==> config.mk <==
export PLATFORM = sky130hd
export DESIGN_NAME = calc_op_sequencer
export DESIGN_NICKNAME = d
export VERILOG_FILES = /design/src/rtl/calc_op_sequencer.sv
export SDC_FILE = /design/constraint.sdc
export NUM_CORES = 1
export LEC_CHECK = 0
export ABC_AREA = 0
export BUFFER_PORTS_ARGS = -buffer_cell sky130_fd_sc_hd__buf_2
export CORE_MARGIN = 4
export CORE_UTILIZATION = 40
export CTS_CLUSTER_SIZE = 30
export DETAILED_ROUTE_END_ITERATION = 12
export PLACE_DENSITY = 0.65
export SLEW_MARGIN = 10
export SYNTH_ARGS = -nofsm -noshare
export SYNTH_HDL_FRONTEND = slang
export SYNTH_SLANG_ARGS = --single-unit
==> constraint.sdc <==
create_clock -name clk -period 2.3 [get_ports clk]
set_input_delay 0.46 -clock clk [delete_from_list [all_inputs] [get_ports clk]]
set_output_delay 0.46 -clock clk [all_outputs]
set_load 0.005 [all_outputs]
==> src/rtl/calc_op_sequencer.sv <==
// Calculator operation sequencer: op select, operand/dimension entry, ALU and printer handshakes.
// Optional CALC_REPEAT_EN: confirm in DONE re-runs the last op with the latched operands.
module calc_op_sequencer #(
    parameter int                       NUM_OPS      = 5,
    parameter int                       ID_W         = 5,
    parameter int                       NUM_IDS      = 20,
    parameter int                       DIM_W        = 3,
    parameter int                       MAX_DIM      = 5,
    parameter logic [2*NUM_OPS-1:0]     OPND_CNT     = {2'd1, 2'd1, 2'd1, 2'd2, 2'd2},
    parameter logic [NUM_OPS-1:0]       SCALAR_MASK  = 5'b00100,
    parameter logic [NUM_OPS-1:0]       NOPRINT_MASK = 5'b00001,
    parameter int                       ERR_TICKS    = 500_000_000
) (
    input  logic                         clk,
    input  logic                         rst_n,
    input  logic                         start_en,
    input  logic [NUM_OPS-1:0]           op_sel,
    input  logic [7:0]                   scalar_sw,
    input  logic                         btn_confirm,
    input  logic                         btn_esc,
    input  logic [7:0]                   rx_data,
    input  logic                         rx_done,
    output logic                         disp_req_en,
    output logic [1:0]                   disp_req_cmd,
    output logic [DIM_W-1:0]             disp_req_m,
    output logic [DIM_W-1:0]             disp_req_n,
    input  logic                         disp_req_done,
    output logic                         alu_start,
    output logic [$clog2(NUM_OPS)-1:0]   alu_op,
    output logic [3*ID_W-1:0]            alu_ids,
    output logic [7:0]                   alu_scalar,
    input  logic                         alu_done,
    input  logic                         alu_err,
    output logic                         prn_start,
    input  logic                         prn_done,
    output logic [1:0]                   opnd_idx,
    output logic                         rx_reject,
    output logic                         busy,
    output logic                         calc_done,
    output logic                         calc_err
);

    localparam int OPW = $clog2(NUM_OPS);
    localparam int TW  = $clog2(ERR_TICKS + 1);

    typedef enum logic [3:0] {
        IDLE, SEL_OP, SUM_REQ, SUM_WAIT, GET_M, GET_N, DET_REQ, DET_WAIT,
        GET_ID, SCALAR, ALU_GO, ALU_WAIT, ERR_HOLD, PRN_GO, PRN_WAIT, DONE
    } state_t;

    state_t           state;
    logic             conf_q;
    logic             esc_q;
    logic [DIM_W-1:0] m_q;
    logic [DIM_W-1:0] n_q;
    logic [TW-1:0]    timer;

    logic             esc_ev;
    logic             conf_ev;
    logic             rx_ev;
    logic [OPW-1:0]   sel_idx;
    logic [1:0]       op_cnt;
    logic             op_scalar;
    logic             op_noprint;
    logic             dim_ok;
    logic             id_ok;
    logic             more_opnd;
    logic             timer_last;
    logic [7:0]       scalar_val;

    assign esc_ev     = btn_esc & ~esc_q;
    assign conf_ev    = btn_confirm & ~conf_q & ~esc_ev;
    assign rx_ev      = rx_done & ~esc_ev;
    assign dim_ok     = (rx_data != 8'd0) && (rx_data <= 8'(MAX_DIM));
    assign id_ok      = rx_data < 8'(NUM_IDS);
    assign more_opnd  = ({1'b0, opnd_idx} + 3'd1) < {1'b0, op_cnt};
    assign timer_last = timer == TW'(ERR_TICKS - 1);
    assign scalar_val = scalar_sw[7] ? (8'd0 - {1'b0, scalar_sw[6:0]})
                                     : {1'b0, scalar_sw[6:0]};

    // Operand-count table lists op 0 in the leftmost field.
    always_comb begin
        sel_idx    = '0;
        op_cnt     = '0;
        op_scalar  = 1'b0;
        op_noprint = 1'b0;
        for (int i = 0; i < NUM_OPS; i++) begin
            if (op_sel[i]) sel_idx = OPW'(i);
        end
        for (int k = 0; k < NUM_OPS; k++) begin
            if (alu_op == OPW'(k)) begin
                op_cnt     = OPND_CNT[2*(NUM_OPS-1-k) +: 2];
                op_scalar  = SCALAR_MASK[k];
                op_noprint = NOPRINT_MASK[k];
            end
        end
    end

    always_ff @(posedge clk or negedge rst_n) begin
        if (!rst_n) begin
            state        <= IDLE;
            conf_q       <= 1'b0;
            esc_q        <= 1'b0;
            m_q          <= '0;
            n_q          <= '0;
            timer        <= '0;
            disp_req_en  <= 1'b0;
            disp_req_cmd <= '0;
            disp_req_m   <= '0;
            disp_req_n   <= '0;
            alu_start    <= 1'b0;
            alu_op       <= '0;
            alu_ids      <= '0;
            alu_scalar   <= '0;
            prn_start    <= 1'b0;
            opnd_idx     <= '0;
            rx_reject    <= 1'b0;
            busy         <= 1'b0;
            calc_done    <= 1'b0;
            calc_err     <= 1'b0;
        end else begin
            conf_q    <= btn_confirm;
            esc_q     <= btn_esc;
            alu_start <= 1'b0;
            prn_start <= 1'b0;
            rx_reject <= 1'b0;
            calc_done <= 1'b0;
            unique case (state)
                IDLE: begin
                    if (start_en && !btn_confirm) begin
                        busy  <= 1'b1;
                        state <= SEL_OP;
                    end
                end
                SEL_OP: begin
                    if (esc_ev) begin
                        calc_done <= 1'b1;
                        busy      <= 1'b0;
                        state     <= IDLE;
                    end else if (conf_ev && (op_sel != '0)) begin
                        alu_op   <= sel_idx;
                        opnd_idx <= '0;
                        state    <= SUM_REQ;
                    end
                end
                SUM_REQ: begin
                    disp_req_en  <= 1'b1;
                    disp_req_cmd <= 2'd1;
                    disp_req_m   <= '0;
                    disp_req_n   <= '0;
                    state        <= SUM_WAIT;
                end
                SUM_WAIT: begin
                    if (disp_req_done) begin
                        disp_req_en <= 1'b0;
                        state       <= GET_M;
                    end
                end
                GET_M, GET_N, GET_ID: begin
                    if (esc_ev) begin
                        if (opnd_idx == 2'd0) begin
                            state <= SEL_OP;
                        end else begin
                            opnd_idx <= opnd_idx - 2'd1;
                            state    <= SUM_REQ;
                        end
                    end else if (rx_ev) begin
                        if (state == GET_ID) begin
                            if (!id_ok) begin
                                rx_reject <= 1'b1;
                            end else begin
                                alu_ids[opnd_idx*ID_W +: ID_W] <= rx_data[ID_W-1:0];
                                if (more_opnd) begin
                                    opnd_idx <= opnd_idx + 2'd1;
                                    state    <= SUM_REQ;
                                end else if (op_scalar) begin
                                    state <= SCALAR;
                                end else begin
                                    state <= ALU_GO;
                                end
                            end
                        end else if (!dim_ok) begin
                            rx_reject <= 1'b1;
                        end else if (state == GET_M) begin
                            m_q   <= rx_data[DIM_W-1:0];
                            state <= GET_N;
                        end else begin
                            n_q   <= rx_data[DIM_W-1:0];
                            state <= DET_REQ;
                        end
                    end
                end
                DET_REQ: begin
                    disp_req_en  <= 1'b1;
                    disp_req_cmd <= 2'd2;
                    disp_req_m   <= m_q;
                    disp_req_n   <= n_q;
                    state        <= DET_WAIT;
                end
                DET_WAIT: begin
                    if (disp_req_done) begin
                        disp_req_en <= 1'b0;
                        state       <= GET_ID;
                    end
                end
                SCALAR: begin
                    // Backing out of the scalar re-selects the last operand.
                    if (esc_ev) begin
                        state <= SUM_REQ;
                    end else if (conf_ev) begin
                        alu_scalar <= scalar_val;
                        state      <= ALU_GO;
                    end
                end
                ALU_GO: begin
                    alu_start <= 1'b1;
                    state     <= ALU_WAIT;
                end
                ALU_WAIT: begin
                    if (alu_err) begin
                        calc_err <= 1'b1;
                        timer    <= '0;
                        state    <= ERR_HOLD;
                    end else if (alu_done) begin
                        state <= op_noprint ? DONE : PRN_GO;
                    end
                end
                ERR_HOLD: begin
                    if (esc_ev || timer_last) begin
                        calc_err <= 1'b0;
                        state    <= SEL_OP;
                    end else begin
                        timer <= timer + TW'(1);
                    end
                end
                PRN_GO: begin
                    prn_start <= 1'b1;
                    state     <= PRN_WAIT;
                end
                PRN_WAIT: begin
                    if (prn_done) state <= DONE;
                end
                DONE: begin
                    if (esc_ev) begin
                        state <= SEL_OP;
                    end else if (conf_ev) begin
`ifdef CALC_REPEAT_EN
                        alu_scalar <= scalar_val;
                        state      <= ALU_GO;
`else
                        state <= SEL_OP;
`endif
                    end
                end
                default: state <= IDLE;
            endcase
        end
    end

endmodule

### Yosys cells after proc, flatten, opt, wreduce, memory -nomap -nowiden

Cells that the tools add are included.

* magnitude comparators: 3
* shift-type cells: 2
* reduce and logical (&&, ||, !) cells: 29
* bitwise gates (word level): 9
* eq/ne operators: 42
* add/sub/neg operators: 6
* muxes and demuxes: 76
* multipliers: 1

Operators by type and width (count)
* $mux 4: 19
* $mux 29: 2
* $pmux 29 s2: 1
* $pmux 4 s14: 1
* $mux 2: 18
* $neg 5->34: 1
* $shift 5x34->15 const A: 1
* $shiftx 5x34->15: 1
* $eq 4x4->1 const B: 8
* $add 29x1->29 const B: 1
* $eq 29x29->1 const B: 1
* $ne 3x3->1 const B: 9
* $mux 1: 25
* $ne 2x2->1 const B: 10
* $eq 4x3->1 const B: 4
* $bwmux 15: 1
* $reduce_and 3->1: 5
* $pmux 3 s2: 2
* $reduce_and 12->1: 1
* $reduce_and 6->1: 2
* $reduce_bool 2->1: 5
* $eq 4x2->1 const B: 2
* $le 8x3->1 const B: 1
* $lt 8x5->1 const B: 1
* 31 further kinds: 46

* register bits: 84
* output and inout bits: 43
* input port bits: 31

### Depth between registers and ports, before layout

Gate-level depths: netlist of run 1.

* depth after elaboration: 13
* gate-level depth with buffers: 9
* depth with buffers taken out: 9

### Worst setup path before layout of run 1

No wires, ideal clock.

* kind: register -> register
* from: register opnd_idx[0]
* to: register state[1]
* cell stages (with the launch flop): 9
* setup slack: -0.152 ns
* arrival time: 2.320 ns
* required time: 2.168 ns
* clock period less this slack: 2.452 ns
* path through: dfrtp_1 > clkbuf_1 > inv_1 > fa_1 > a311o_1 > a211o_1 > a221o_1 > nand2_1 > o31ai_1

* cells in the longest elaborated chain, start to end: 8
* elaborated cells between the ends (all ways): 10
* those cells by class: add/sub: 1; order compare: 1; mux: 7; reduce/logical: 1

RTL lines
* from (decl): line 36 `output logic [1:0] opnd_idx,`
* from (signal assigned): line 164 `opnd_idx <= opnd_idx - 2'd1;`
* from (signal assigned): line 174 `opnd_idx <= opnd_idx + 2'd1;`
* $add 2x1->3: line 76 `assign more_opnd = ({1'b0, opnd_idx} + 3'd1) < {1'b0, op_cnt};`
* $lt 3x2->1: line 76
* $mux 4: line 173 `if (more_opnd) begin`
* $mux 4: line 169 `if (!id_ok) begin`
* $mux 4: line 168 `if (state == GET_ID) begin`
* $mux 4: line 167 `end else if (rx_ev) begin`
* $mux 4 *: line 160 `if (esc_ev) begin`
* $pmux 4 s14 *: line 128 `unique case (state)`
* to (signal assigned): line 225 `state <= op_noprint ? DONE : PRN_GO;`
* to (decl): line 51 `state_t state;`

Every way passes the cells marked *; elsewhere a longest branch is shown, timed or not. The select of a mux whose other input is x is not followed.
A chain may end at the register's enable or synchronous reset.

### Worst setup path after layout of run 1

* from: register alu_op[0]
* to: register state[1]

* cells in the longest elaborated chain, start to end: 13
* elaborated cells between the ends (all ways): 29
* those cells by class: order compare: 1; eq/ne: 4; mux: 23; reduce/logical: 1

RTL lines
* from (decl): line 29 `output logic [$clog2(NUM_OPS)-1:0] alu_op,`
* from (signal assigned): line 141 `alu_op <= sel_idx;`
* $logic_not 3->1: line 91 `if (alu_op == OPW'(k)) begin`
* $mux 1: line 91
* $mux 2 (4 in a row): line 91
* $lt 3x2->1: line 76
* $mux 4: line 173
* $mux 4: line 169
* $mux 4: line 168
* $mux 4: line 167
* $mux 4: line 160
* $pmux 4 s14 *: line 128

Marked as above.

==> impl_summary.log, run 1 <==
INFO  metric n_antenna_cell = 0
INFO  metric combinational_family_with_the_most_area_after_synthesis = simple AND/OR/NAND/NOR gates
INFO  metric globalRoute.totalOverflow = 0
INFO  metric grt_util_overall = between 10% and 20%
INFO  metric yosys.cell_types.count = 57
INFO  metric grt_setup_unrepaired = true
INFO  metric outcome = completed
INFO  metric synth-compound-area-share = 11.5%
INFO  metric postSynthNetCount = 538
INFO  metric synth_seq_cells = 84
INFO  metric worst-endpoint-arrival = about 2.5 ns
INFO  metric max_cap_viols = 0
INFO  metric finalCritPeriodShare = 99.6%
INFO  metric maximum_number_of_pins_on_one_net_before_global_route_repair = 51
INFO  metric dominantRegCellSynth = sky130_fd_sc_hd__dfrtp_1
INFO  metric final.setup.worst_slack = 0.00988 ns
INFO  metric post-dp-hpwl = 8.18 mm
INFO  metric min-delay-path-class = primary input to asynchronous set/reset pin
INFO  metric synth_area_per_cell = approximately 9.0 µm²
INFO  metric post_synth_mux_area_share = roughly 2.5%
INFO  metric post_synth_xor_area_fraction = ~5.7%
INFO  metric fill_cells = 1025
INFO  metric async_flop_share = 100%
INFO  metric cts.sinks = 84
INFO  metric synth-simple-area-share = between 20 and 30%
INFO  metric post-route-min-period = 2.29 ns
INFO  metric final_report_setup_violation_count = 0
INFO  metric detail_route.vias_per_cell = 5.33
INFO  metric first_global_vias = 3883
INFO  metric initial_drc_count = 247
INFO  metric numPlacedInstances = 716
INFO  metric synth-edff-count = 0
INFO  metric area_of_the_core = ~0.011 mm²
INFO  metric instance_count_of_the_mapped_netlist = between 400 and 500
INFO  metric route.final.wire_length = 11.0 mm
INFO  metric worst_case_clock_skew = about 0.0073 ns
INFO  metric drcViolationCount = 0
INFO  metric endpoint_required_time_on_the_critical_path = between 2 and 3 ns
INFO  metric floorplan.die_area = 0.0130 mm²
INFO  metric vdd.ir_drop.worst = between 0.5 and 0.6 mV
INFO  metric dieWidth = 114 µm
INFO  metric final_nets = 628
INFO  metric ctsRootBufferMaster = sky130_fd_sc_hd__clkbuf_8
INFO  metric yosys_warnings = 0
INFO  metric cp-end-kind = flop
INFO  metric drt.antenna.violating_nets = 0
INFO  metric clk_transition_reported_paths = 0.09 ns
INFO  metric power.static_leakage = 2.42 nW
INFO  metric power-per-cell-area = 927 mW/mm²
INFO  metric combined_area_of_the_multi_input_logic_cells = 0.00221 mm²
INFO  metric cts-htree-levels = 3
INFO  metric worst_hold_slack = approximately 0.043 ns
INFO  metric buffer_ports.inserted = 73
INFO  metric grt_antenna_before_repair = 0
INFO  metric start_kind = flop
INFO  metric synthToLayoutAreaGrowth = 20.7%
INFO  metric insertion_delay = 0.36 ns
INFO  metric tritoncts.num_buffers = 9
INFO  metric detailroute.via_count = 3913
INFO  metric pre_cts_ws = -0.0964 ns
INFO  metric tightest_slew = 0.598 ns
INFO  metric route.detailed.wl_per_inst = 14.9 µm
INFO  metric start_util = 41.1%
INFO  metric standard_cell_rows = 38
INFO  metric synth_fa_ha_area_share = 2.40%
INFO  metric fin_util = 49.6%
INFO  metric die_y = roughly 110 µm
INFO  metric io_pins = 74
INFO  metric max_slew_margin = 60.1%
INFO  metric grt_first_pass_wirelength = 18.9 mm
INFO  metric synth-seq-area-share = 46.9%
INFO  metric clock_tree.buffer_depth = 2
INFO  metric path_class = flop to flop
INFO  metric max_clock_freq = 437 MHz
INFO  metric netlist_area = 0.00448 mm²
INFO  metric sequential_cell_area = about 0.0021 mm²
INFO  metric gp_congestion = 0.868
INFO  metric drive_gt1_share = approximately a quarter
INFO  metric timing.final.hold_violations = 0
INFO  metric drv_slew = 0
INFO  metric detailedRoute.firstPassIterationCount = 5
INFO  metric worstPathMaxFanout = 3
INFO  metric final-instance-count-excl-fill = 734
INFO  metric tritoncts = built
## worst max-delay path, stage by stage (launching register included)
cell,delay [ns]
sky130_fd_sc_hd__dfrtp_1,0.41
sky130_fd_sc_hd__nor2_2,0.13
sky130_fd_sc_hd__nand2_1,0.08
sky130_fd_sc_hd__o21ai_2,0.08
sky130_fd_sc_hd__fa_1,0.41
sky130_fd_sc_hd__a311o_1,0.32
sky130_fd_sc_hd__a211o_1,0.32
sky130_fd_sc_hd__a221o_1,0.32
sky130_fd_sc_hd__nand2_1,0.07
sky130_fd_sc_hd__o31ai_1,0.06
## cell usage after synthesis, types with 4 or more instances
master,instances,share of area (%)
sky130_fd_sc_hd__a21oi_1,10,1.1
sky130_fd_sc_hd__buf_2,6,0.67
sky130_fd_sc_hd__clkbuf_1,12,1.0
sky130_fd_sc_hd__dfrtp_1,84,47
sky130_fd_sc_hd__ha_1,7,2.0
sky130_fd_sc_hd__inv_1,19,1.6
sky130_fd_sc_hd__mux2_2,8,2.0
sky130_fd_sc_hd__nand2_1,81,6.8
sky130_fd_sc_hd__nand2b_1,7,0.98
sky130_fd_sc_hd__nand3_1,23,2.6
sky130_fd_sc_hd__nand4_1,13,1.8
sky130_fd_sc_hd__nor2_1,46,3.9
sky130_fd_sc_hd__nor2b_1,5,0.70
sky130_fd_sc_hd__nor3_1,18,2.0
sky130_fd_sc_hd__nor3b_1,5,0.84
sky130_fd_sc_hd__nor4_1,12,1.7
sky130_fd_sc_hd__o21ai_0,48,5.4
sky130_fd_sc_hd__o31ai_1,5,0.84
sky130_fd_sc_hd__or3_1,9,1.3
sky130_fd_sc_hd__xnor2_1,25,4.9
sky130_fd_sc_hd__xor2_1,4,0.78
## worst paths after layout
kind	slack, ns	to	from	depth (start not counted)
worst max-delay path	0.01	state[1]	alu_op[0]	9
worst max register to register	0.01	state[1]	alu_op[0]	9
min in group clk	0.23	conf_q	btn_confirm	1
worst min-delay path	0.04	alu_ids[1]	rst_n	1
max in group asynchronous	1.63	timer[4]	rst_n	2
worst min register to register	0.48	alu_ids[6]	alu_ids[6]	2
## through the flow
step                TNS (ns)  power (mW)  instance area (µm²)
floorplan                  0        3.04                 4480
detailed placement    -0.221        3.77                 5140
finish                     0        5.01                 5410
CTS                        0        5.03                 5390
global route         -0.0809        5.36                 5410
global placement           0        3.74                 5140
## state kept, by name, indices dropped and copies added, names as in the netlist
register and cells:
alu_ids 15, n_q 3, alu_start 1, m_q 3, calc_done 1, disp_req_m 3, prn_start 1, disp_req_en 1
alu_scalar 8, alu_op 3, esc_q 1, disp_req_n 3, opnd_idx 2, state 4, calc_err 1, conf_q 1
disp_req_cmd 2, timer 29, rx_reject 1, busy 1
## final cells by class
| cell class | instances | share of cell area, % |
|---|---|---|
| inverter | 19 | 1.32 |
| tap | 140 | 3.24 |
| multi-input combinational | 373 | 41.0 |
| clock inverter | 7 | 1.94 |
| sequential | 84 | 38.9 |
| clock buffer | 9 | 2.29 |
| timing repair buffer | 102 | 11.3 |
## what timing repair did
action | CTS | global route
setup endpoints to repair | 4 | 4
setup buffers | 1 | 1
hold buffers | 0 | 0
resized for setup | 4 | 4
hold endpoints to repair | 0 | 0
pin swaps | 2 | 0
## layout by cell type, fill, tap and decap left out, types with 3 or more instances in the layout
cell / synthesis / routed
sky130_fd_sc_hd__xor2_1: 4 / 4
sky130_fd_sc_hd__o31ai_1: 5 / 5
sky130_fd_sc_hd__a21boi_0: 3 / 3
sky130_fd_sc_hd__nand2b_1: 7 / 7
sky130_fd_sc_hd__nand4_1: 13 / 13
sky130_fd_sc_hd__inv_1: 19 / 19
sky130_fd_sc_hd__a31oi_1: 3 / 3
sky130_fd_sc_hd__nor3b_1: 5 / 5
sky130_fd_sc_hd__xnor2_1: 25 / 25
sky130_fd_sc_hd__mux2_2: 8 / 8
sky130_fd_sc_hd__o21ai_0: 48 / 46
sky130_fd_sc_hd__buf_4: 3 / 28
sky130_fd_sc_hd__nor2b_1: 5 / 5
sky130_fd_sc_hd__or3_1: 9 / 9
sky130_fd_sc_hd__buf_2: 6 / 72
sky130_fd_sc_hd__clkbuf_8: 0 / 9
sky130_fd_sc_hd__inv_6: 0 / 3
sky130_fd_sc_hd__nand3_1: 23 / 23
sky130_fd_sc_hd__ha_1: 7 / 7
sky130_fd_sc_hd__nor4_1: 12 / 12
sky130_fd_sc_hd__nor2_1: 46 / 45
sky130_fd_sc_hd__a21oi_1: 10 / 10
sky130_fd_sc_hd__nor3_1: 18 / 17
sky130_fd_sc_hd__nand2_1: 81 / 81
sky130_fd_sc_hd__dfrtp_1: 84 / 82
## cells by family (layout without fill, tap and decap cells)
family,Yosys count,count (layout)
XOR/XNOR,29,29
multiplexers,10,10
flip-flops,84,84
adder cells (fa/ha/maj),8,8
buffers and inverters,42,137
AND/OR/NAND/NOR,241,241
AO/OA/AOI/OAI,85,85
## where the power goes
group | switching (mW) | total [mW] | internal (mW) | leakage (nW)
registers | 0.236 | 1.94 | 1.70 | 1.13
clock network | 0.583 | 1.21 | 0.631 | 0.113
logic | 1.04 | 1.86 | 0.821 | 1.18
## routing by layer
layer	share of wire [%]	vias up	GRT usage, %
li1	-	1922	-
met1	47	1886	25.1
met2	48	99	29.0
met3	4.0	6	2.86
met4	0.90	0	4.83
met5	0	-	0
Power figures use the tool's default switching activity.
==> inputs of run 2 (changes only) <==
--- a/config.mk
+++ b/config.mk
@@ -10,4 +10,5 @@
 export CORE_MARGIN = 4
 export CORE_UTILIZATION = 40
+export CTS_CLUSTER_DIAMETER = 50
 export CTS_CLUSTER_SIZE = 30
 export DETAILED_ROUTE_END_ITERATION = 12
==> constraint.sdc (replaced) <==
create_clock -name clk -period 2.3 [get_ports clk]
set_input_delay 0.23 -clock clk [delete_from_list [all_inputs] [get_ports clk]]
set_output_delay 0.23 -clock clk [all_outputs]
set_load 0.005 [all_outputs]
==> run 2 against run 1 <==
Against the previous run: non-clock buffer count increased by 4; maximum frequency decreased by 0.41%; flip-flop and latch count unchanged; clock skew increased by 0.0042 ns; critical endpoint unchanged; clock-buffer cell count increased by 1; core utilization increased by 0.26 points; power increased by 1.0%; clock power about the same.
==> impl_summary.log, run 2 (synthesized netlist as in run 1, its figures left out) <==
INFO  metric outcome = completed
INFO  metric floorplan.die_area = 0.0130 mm² (unchanged)
INFO  metric path_delay_family = compound AO/OA/AOI/OAI gates
INFO  metric tritoncts.num_buffers = 9 (unchanged)
INFO  metric ordered_list_of_cells_on_the_worst_path = nor2_2, nand2_1, o21ai_2, fa_1, a311o_1, a211o_1, a221o_1, nand2_1, o31ai_1
INFO  metric setup.reg_to_reg.worst_slack = 0.0005 ns (about the same)
INFO  metric leading_cell_types_in_the_layout_fill_and_taps_excluded = sky130_fd_sc_hd__dfrtp_1, sky130_fd_sc_hd__nand2_1, sky130_fd_sc_hd__buf_2
INFO  metric path_class = flop to flop
INFO  metric clock_tree.buffer_depth = 2 (unchanged)
INFO  metric drv_slew = 0 (unchanged)
INFO  metric endpoint_required_time_on_the_critical_path = 2.55 ns (about the same)
INFO  metric route.final.wire_length = 11.2 mm (+1.7%)
INFO  metric route.detailed.wl_per_inst = 15.1 µm (+1.1%)
INFO  metric n_antenna_cell = 0 (unchanged)
INFO  metric power.static_leakage = 2.44 nW (+1.0%)
INFO  metric critPathMostFrequentCell = sky130_fd_sc_hd__nand2_1
INFO  metric max_clock_freq = 435 MHz (-0.41%)
INFO  metric cts.sinks = 84 (unchanged)
INFO  metric die_y = 114 µm (unchanged)
INFO  metric report.power.total = 5.06 mW (+1.0%)
INFO  metric final_nets = 632 (+0.64%)
INFO  metric maximum_number_of_pins_on_one_net_before_global_route_repair = 47 (-7.8%)
INFO  metric grt_util_overall = 17.8% (-0.034 points)
INFO  metric timing.critical_path.slowest_cell_delay = 0.41 ns (about the same)
INFO  metric detailedRoute.firstPassIterationCount = 4 (-1)
INFO  metric first_global_vias = 3809 (-1.9%)
INFO  metric start_kind = flop
INFO  metric timing.final.hold_violations = 0 (unchanged)
INFO  metric globalRoute.totalOverflow = 0 (unchanged)
INFO  metric timing.critical_path.buf_inv = 0 (unchanged)
INFO  metric post-route-min-period = 2.30 ns (+0.00937 ns)
INFO  metric final_report_setup_violation_count = 0 (unchanged)
INFO  metric area_of_the_core = 0.0109 mm² (unchanged)
INFO  metric path_depth = 9 (unchanged)
INFO  metric largest_register = timer
INFO  metric critical_path.reg2reg.endpoint = state[1]
INFO  metric worst-endpoint-arrival = 2.55 ns (+0.02 ns)
INFO  metric worstPathMaxFanout = 3 (unchanged)
INFO  metric drcViolationCount = 0 (unchanged)
INFO  metric grt_first_pass_wirelength = 18.7 mm (-1.2%)
INFO  metric detail_route.vias_per_cell = 5.30 (-0.62%)
INFO  metric gp_congestion = 0.842 (-3.1%)
INFO  metric crit_slowest_cell = sky130_fd_sc_hd__dfrtp_1
INFO  metric post-dp-hpwl = 8.13 mm (-0.63%)
INFO  metric finalCritPeriodShare = 100% (+0.41 points)
INFO  metric cp-end-kind = flop
INFO  metric power-per-cell-area = 932 mW/mm² (+0.50%)
INFO  metric cts-htree-levels = 3 (unchanged)
INFO  metric tightest_slew = 0.610 ns (+0.0118 ns)
INFO  metric max_cap_viols = 0 (unchanged)
INFO  metric tritoncts = built
INFO  metric reg_top3 = timer (29), alu_ids (15), alu_scalar (8)
INFO  metric dieWidth = 114 µm (unchanged)
INFO  metric r2r_start = alu_op[0]
INFO  metric vdd.ir_drop.worst = 0.526 mV (-9.1%)
INFO  metric ctsRootBufferMaster = sky130_fd_sc_hd__clkbuf_8
INFO  metric min-delay-path-class = primary input to flop
INFO  metric drt.antenna.violating_nets = 0 (unchanged)
INFO  metric drive_gt1_share = 24.2% (-0.16 points)
INFO  metric worst_case_clock_skew = 0.0115 ns (+0.00417 ns)
INFO  metric most_common_cell_after_layout_fill_and_taps_aside = sky130_fd_sc_hd__dfrtp_1
INFO  metric grt_antenna_before_repair = 0 (unchanged)
INFO  metric critical_path_destination = state[1]
INFO  metric detailroute.via_count = 3910 (-0.077%)
INFO  metric fin_util = 49.9% (+0.26 points)
INFO  metric initial_drc_count = 292 (+18%)
INFO  metric buffer_ports.inserted = 73 (unchanged)
INFO  metric insertion_delay = 0.37 ns (about the same)
INFO  metric reg2regPathDepth = 9 (unchanged)
INFO  metric io_pins = 74 (unchanged)
INFO  metric grt_setup_unrepaired = true
INFO  metric synthToLayoutAreaGrowth = 21.3%
INFO  metric crit_path_start = alu_op[0]
INFO  metric max_slew_margin = 59.3% (-0.79 points)
INFO  metric largest_register_ffs = 29 (unchanged)
INFO  metric start_util = 41.1% (unchanged)
INFO  metric clk_transition_reported_paths = 0.09 ns (about the same)
INFO  metric standard_cell_rows = 38 (unchanged)
[run 2: cell count changes in the layout (fill, tap and decap cells not counted), sizes merged]
cell	change
clkinv	+4
inv	-4
dlygate4sd3	+3
buf	+1
clkbuf	+1
clkinvlp	-1
[run 2: how the worst min path moves through the flow]
| stage | from | end | slack [ns] | cells after the start |
|---|---|---|---|---|
| final | op_sel[4] | alu_op[2] | 0.12 | 3 |
| after global routing | op_sel[4] | alu_op[2] | 0.13 | 3 |
| after CTS | op_sel[4] | alu_op[2] | 0.12 | 3 |
| after detailed placement | rst_n | alu_ids[2] | 0.25 | 1 |
| after global placement | rst_n | alu_ids[2] | 0.25 | 1 |
| after floorplan | rst_n | alu_ids[0] | -0.07 | 0 |
[run 2: cell type report]
type | instances | area [µm²]
tap | 140 | 175
inverter | 19 | 71.3
timing repair buffer | 106 | 636
clock inverter | 6 | 87.6
fill | 1029 | 5450
multi-input combinational | 373 | 2220
sequential | 84 | 2100
clock buffer | 10 | 138
[run 2: timing repair]
action,CTS,global route
pin swaps,2,1
setup endpoints to repair,3,5
buffers inserted,4,0
resized for setup,2,7
hold buffers,3,0
hold endpoints to repair,40,0
[run 2: through the flow]
step                setup slack (ns)  area [µm²]  hold WS (ns)  std cells  setup TNS [ns]
finish                      0.000518        5430         0.119        738               0
global route                 -0.0732        5430         0.134        738          -0.128
global placement            -0.00150        5120         0.252        715        -0.00150
CTS                          0.00283        5410         0.116        738               0
detailed placement           -0.0425        5120         0.251        715         -0.0830
floorplan                    0.00659        4480       -0.0656        499               0
[run 2: routing by layer]
metal  global-route usage [%]  share of wire (%)
met2                     28.0                 47
met5                        0                  0
met1                     25.4                 47
met4                     7.05                2.0
met3                     2.07                3.8
[run 2: where the power goes]
part | internal [mW] | switching (mW) | leakage [nW]
registers | 1.70 | 0.235 | 1.13
logic | 0.855 | 1.07 | 1.20
clock network | 0.641 | 0.565 | 0.116
[run 2: worst register-to-register path, delay by kind of cell, from the launching register on]
family,cells,cell delay [ns]
AO/OA/AOI/OAI,5,1.09
adder cells (fa/ha/maj),1,0.40
flip-flops,1,0.41
AND/OR/NAND/NOR,3,0.28
